### config.mk
export PLATFORM = sky130hd
export DESIGN_NAME = vibrato_key_toggle
export DESIGN_NICKNAME = d
export VERILOG_FILES = /design/src/rtl/vibrato_pkg.sv /design/src/rtl/key_sync_2ff.sv /design/src/rtl/vibrato_key_toggle.sv
export SDC_FILE = /design/constraint.sdc
export NUM_CORES = 1
export LEC_CHECK = 0
export BUFFER_PORTS_ARGS = -buffer_cell sky130_fd_sc_hd__clkbuf_2
export CAP_MARGIN = 30
export CORE_MARGIN = 1
export CORE_UTILIZATION = 60
export DETAILED_ROUTE_END_ITERATION = 16
export GPL_TIMING_DRIVEN = 0
export MAX_ROUTING_LAYER = met4
export PLACE_DENSITY = 0.79
export SLEW_MARGIN = 40
export SYNTH_ARGS = -nofsm -noshare
export SYNTH_HDL_FRONTEND = slang
export SYNTH_SLANG_ARGS = --single-unit
### constraint.sdc
create_clock -name clk -period 2.8 [get_ports clk]
set_input_delay 0.14 -clock clk [delete_from_list [all_inputs] [get_ports clk]]
set_output_delay 0.14 -clock clk [all_outputs]
set_load 0.03 [all_outputs]
### src/rtl/vibrato_pkg.sv
// vibrato_pkg: shared types and constants for the vibrato-enable key path.
//   key_state_t          - debounce FSM state encoding (2-bit)
//   VIB_DEBOUNCE_DEFAULT - default debounce window in clock cycles (20 ms at 50 MHz)
//   VIB_CLK_HZ           - nominal system clock frequency
//   vib_key_pressed()    - normalises a raw key level to 1 = pressed
package vibrato_pkg;

  typedef enum logic [1:0] {
    RELEASED     = 2'd0,
    PRESS_WAIT   = 2'd1,
    PRESSED      = 2'd2,
    RELEASE_WAIT = 2'd3
  } key_state_t;

  localparam int unsigned VIB_DEBOUNCE_DEFAULT = 1000000;
  localparam int unsigned VIB_CLK_HZ           = 50000000;

  function automatic logic vib_key_pressed(input logic level, input logic active_low);
    return active_low ? ~level : level;
  endfunction

endpackage

### src/rtl/key_sync_2ff.sv
// key_sync_2ff: two-flop synchroniser for an asynchronous key input.
// Ports:
//   clk   - destination clock
//   reset - asynchronous active-high reset; both flops load RESET_VALUE
//   d     - asynchronous input
//   q     - synchronised output (two clocks of latency)
module key_sync_2ff #(
  parameter logic RESET_VALUE = 1'b0
) (
  input  logic clk,
  input  logic reset,
  input  logic d,
  output logic q
);

  logic meta;

  always_ff @(posedge clk or posedge reset) begin
    if (reset) begin
      meta <= RESET_VALUE;
      q    <= RESET_VALUE;
    end else begin
      meta <= d;
      q    <= meta;
    end
  end

endmodule

### src/rtl/vibrato_key_toggle.sv
// vibrato_key_toggle: debounced pushbutton-to-level converter for the vibrato
// enable bit. Each accepted press flips toggle_out; releases never toggle.
// Ports:
//   clk         - system clock
//   reset       - asynchronous active-high reset
//   key_in      - raw, asynchronous, bouncing key
//   toggle_out  - sticky enable level (feeds PIO in_port)
//   press_pulse - one-cycle strobe per accepted press
//   key_stable  - debounced key state, 1 = pressed
module vibrato_key_toggle
  import vibrato_pkg::*;
#(
  parameter int unsigned DEBOUNCE_CYCLES = VIB_DEBOUNCE_DEFAULT,
  parameter logic        KEY_ACTIVE_LOW  = 1'b1,
  parameter logic        TOGGLE_INIT     = 1'b0
) (
  input  logic clk,
  input  logic reset,
  input  logic key_in,
  output logic toggle_out,
  output logic press_pulse,
  output logic key_stable
);

  localparam int unsigned CW = $clog2(DEBOUNCE_CYCLES);
  localparam logic [CW-1:0] CNT_LAST = CW'(DEBOUNCE_CYCLES - 1);
  localparam logic [CW-1:0] CNT_ONE  = CW'(1);

  logic       key_sync;
  logic       p;
  key_state_t state, state_d;
  logic [CW-1:0] cnt, cnt_d;
  logic       accept;

  // Flops reset to the released level so a key held through reset is seen
  // as a fresh press once reset drops.
  key_sync_2ff #(
    .RESET_VALUE(KEY_ACTIVE_LOW)
  ) u_sync (
    .clk  (clk),
    .reset(reset),
    .d    (key_in),
    .q    (key_sync)
  );

  assign p = vib_key_pressed(key_sync, KEY_ACTIVE_LOW);

  always_comb begin
    state_d = state;
    cnt_d   = cnt;
    accept  = 1'b0;
    unique case (state)
      RELEASED: begin
        if (p) begin
          state_d = PRESS_WAIT;
          cnt_d   = CNT_ONE;
        end
      end
      PRESS_WAIT: begin
        if (!p) begin
          state_d = RELEASED;
          cnt_d   = '0;
        end else if (cnt == CNT_LAST) begin
          state_d = PRESSED;
          cnt_d   = '0;
          accept  = 1'b1;
        end else begin
          cnt_d = cnt + CNT_ONE;
        end
      end
      PRESSED: begin
        if (!p) begin
          state_d = RELEASE_WAIT;
          cnt_d   = CNT_ONE;
        end
      end
      RELEASE_WAIT: begin
        if (p) begin
          state_d = PRESSED;
          cnt_d   = '0;
        end else if (cnt == CNT_LAST) begin
          state_d = RELEASED;
          cnt_d   = '0;
        end else begin
          cnt_d = cnt + CNT_ONE;
        end
      end
      default: begin
        state_d = RELEASED;
        cnt_d   = '0;
      end
    endcase
  end

  always_ff @(posedge clk or posedge reset) begin
    if (reset) begin
      state       <= RELEASED;
      cnt         <= '0;
      toggle_out  <= TOGGLE_INIT;
      press_pulse <= 1'b0;
      key_stable  <= 1'b0;
    end else begin
      state       <= state_d;
      cnt         <= cnt_d;
      press_pulse <= accept;
      if (accept) begin
        toggle_out <= ~toggle_out;
      end
      // Registered from the next state so it moves on the same edge as the toggle.
      key_stable  <= (state_d == PRESSED) || (state_d == RELEASE_WAIT);
    end
  end

endmodule

==> results.sh <==
export IMPL_synth_fp_nets=143
export IMPL_powerDensity_nw_per_um2=425.8
export IMPL_dp_hpwl_mm=1.980
export IMPL_grt_max_degree=28
export IMPL_r2r_start="cnt[10]"
export IMPL_worstSetupStartpointType="flop"
export IMPL_cts_clk_slew_worst_paths_ns=0.15
export IMPL_regToRegSetupSlack_ns=0.59
export IMPL_peakVddDrop_mv=0.4085
export IMPL_wl_per_cell_um=15.68
export IMPL_rr_worst_depth=5
export IMPL_final_hold_violation_count=0
export IMPL_ioPinCount=6
export IMPL_crit_end="cnt[2]"
export IMPL_synth_edff_count=0
export IMPL_synth_main_ff_cell="dfrtp_1"
export IMPL_yosys_register_bits=27
export IMPL_yosysMostFrequentCell="dfrtp_1"
export IMPL_worst_pin_slew_ns=0.6139
export IMPL_yosysUniqueCellTypes=37
export IMPL_critPathSlowestCell="o31ai_2"
export IMPL_coreArea_um2=2042
export IMPL_finalSetupViolCount=0
export IMPL_numCtsBuffers=3
export IMPL_drtAntennaViolNets=0
export IMPL_seq_area_frac_synth=0.5005
export IMPL_hp_class="in2async"
export IMPL_cts_sinks=27
export IMPL_period_needed_ns=2.205
export IMPL_synth_warnings=0
export IMPL_cp_num_cells=5
export IMPL_cp_data_required_time_ns=3.04
export IMPL_synth_largest_area_cell="dfrtp_1"
export IMPL_post_cts_resize_count=0
export IMPL_antenna_found_initial=0
export IMPL_synth_common_cells="dfrtp_1, nor2_1, nand3_1"
export IMPL_gr_total_overflow=0
export IMPL_antenna_cells=0
export IMPL_wl_mm=2.776
export IMPL_r2r_end="cnt[2]"
export IMPL_fillCellCount=166
export IMPL_synth_top_cell_area_share=0.4617
export IMPL_port_buffer_count=5
export IMPL_die_h_um=49.52
export IMPL_synth_area_leaders="dfrtp_1, nand3_1, xor2_1, xnor2_1, nor2_1"
export IMPL_cts_tree="done"
export IMPL_synthCells=139
export IMPL_cts_setup_buffers=0
export IMPL_path_max_fanout=8
export IMPL_p_total_uw=622.3
export IMPL_synth_area_um2=1355
export IMPL_cts_hold_buf=2
export IMPL_drc=0
export IMPL_cts_buffer_depth=2
export IMPL_min_period_over_period=0.7875
export IMPL_cts_max_level=1
export IMPL_first_iter_violations=38
export IMPL_first_pass_iters=4
export IMPL_start_util=0.6636
export IMPL_critPathTopFamily="compound AO/OA/AOI/OAI gates"
export IMPL_skew_ns=0.005322
export IMPL_max_cap_violations=0
export IMPL_die_area_um2=2452
export IMPL_crit_buf_inv=0
export IMPL_drive_gt1_frac=0.1200
export IMPL_syn_to_final_growth_pct=7.848
export IMPL_tns_ns=0
export IMPL_multiInputGateArea_um2=658.1
export IMPL_rsz0062_at_grt="no"
export IMPL_crit_chain="nor4b_1, nand2_1, o31ai_2, o22ai_1, a21o_1"
export IMPL_gp_congestion=0.8036
export IMPL_grt_pass1_vias=1022
export IMPL_die_w_um=49.52
export IMPL_seq_area_um2=678.2
export IMPL_hold_slack_ns=0.3716
export IMPL_worst_ep_arrival_time_ns=2.45
export IMPL_syn_area_per_cell_um2=9.749
export IMPL_crit_type="reg2reg"
export IMPL_clock_latency_ns=0.33
export IMPL_num_vias=1106
export IMPL_async_reset_ff_frac=1.000
export IMPL_viasPerCell=6.249
export IMPL_fmax_mhz=453.5
export IMPL_grt_util_all_layers=0.2609
export IMPL_end_kind="flop"
export IMPL_power_leakage_uw=0.0006119
export IMPL_maxSlewViolCount=0
export IMPL_rows=16
export IMPL_slew_headroom=0.5883
export IMPL_max_stage_delay_ns=0.59
export IMPL_nNetsFinal=155
export IMPL_grt_first_pass_wirelength_mm=4.678
export IMPL_cts_root_buf="clkbuf_4"
export IMPL_status="finished, final reports clean"
export IMPL_crit_start="cnt[10]"
==> area by class of cell <==
class	instances	share of cell area
timing repair buffer	7	0.03082
inverter	4	0.01027
tap	27	0.02312
clock inverter	1	0.003425
sequential	27	0.4640
buffer	1	0.002568
multi-input combinational	107	0.4503
clock buffer	3	0.01541
==> per-stage QoR <==
step	instance area (µm²)	utilization	setup WS, ns	std cells
after global routing	1461	0.7157	0.4720	177
after global placement	1414	0.6924	0.7834	171
final	1461	0.7157	0.5949	177
after floorplan	1355	-	1.059	139
after CTS	1461	0.7157	0.6608	177
after detailed placement	1414	0.6924	0.6897	171
==> state kept, by name, indices dropped and copies added, names as in the netlist <==
signal and count:
cnt 20, state 2, key_stable 1, press_pulse 1
toggle_out 1, u_sync.meta 1, u_sync.q 1
==> routing by layer <==
| layer | routed length [µm] | track usage | vias up |
|---|---|---|---|
| met3 | 131 | 0.02778 | 5 |
| met4 | 35 | 0.09048 | 0 |
| met5 | 0 | - | - |
| met1 | 1205 | 0.3388 | 540 |
| li1 | - | - | 518 |
| met2 | 1404 | 0.4257 | 43 |
==> how the worst min path moves through the flow <==
stage                      from           to  slack, ns  cells after the start
floorplan                key_in  u_sync.meta       0.14                      0
global placement         key_in  u_sync.meta       0.23                      1
detailed placement        reset   toggle_out       0.21                      2
CTS                 u_sync.meta     u_sync.q       0.37                      0
global route        u_sync.meta     u_sync.q       0.38                      0
finish                    reset      cnt[10]       0.37                      3
==> layout by cell type (no fill, tap or decap), types with 3 or more instances in the layout <==
master and count:
clkbuf_2 5, or3_1 3, and3_1 4, o21ai_0 7
a21oi_1 3, clkbuf_4 3, inv_1 3, xnor2_1 7
nor2_1 15, nand4_1 3, nand3_1 14, nand2_1 12
dfrtp_1 25, xor2_1 8, nor3_1 4
==> where the power goes <==
group | leakage (µW) | switching [µW] | total (µW) | internal [µW]
Combinational | 0.000230 | 27.9 | 42.0 | 14.2
Clock | 0.0000177 | 121 | 174 | 53.7
Sequential | 0.000365 | 7.66 | 406 | 398
==> tightest hold or removal path, cell delays in order <==
cell	delay, ns
dlygate4sd3_1	0.53
clkbuf_2	0.11
inv_2	0.40
==> logic make-up (layout without fill, tap and decap cells) <==
logic type      Yosys count  count (layout)  share of synthesized area
simple gates             71              71                     0.2835
flops                    27              27                     0.5005
compound gates           20              20                    0.09603
xor+xnor                 15              15                    0.09696
buf+inv                   5              16                    0.01384
fa+ha+maj                 1               1                   0.009232
Power figures use the tool's default switching activity.
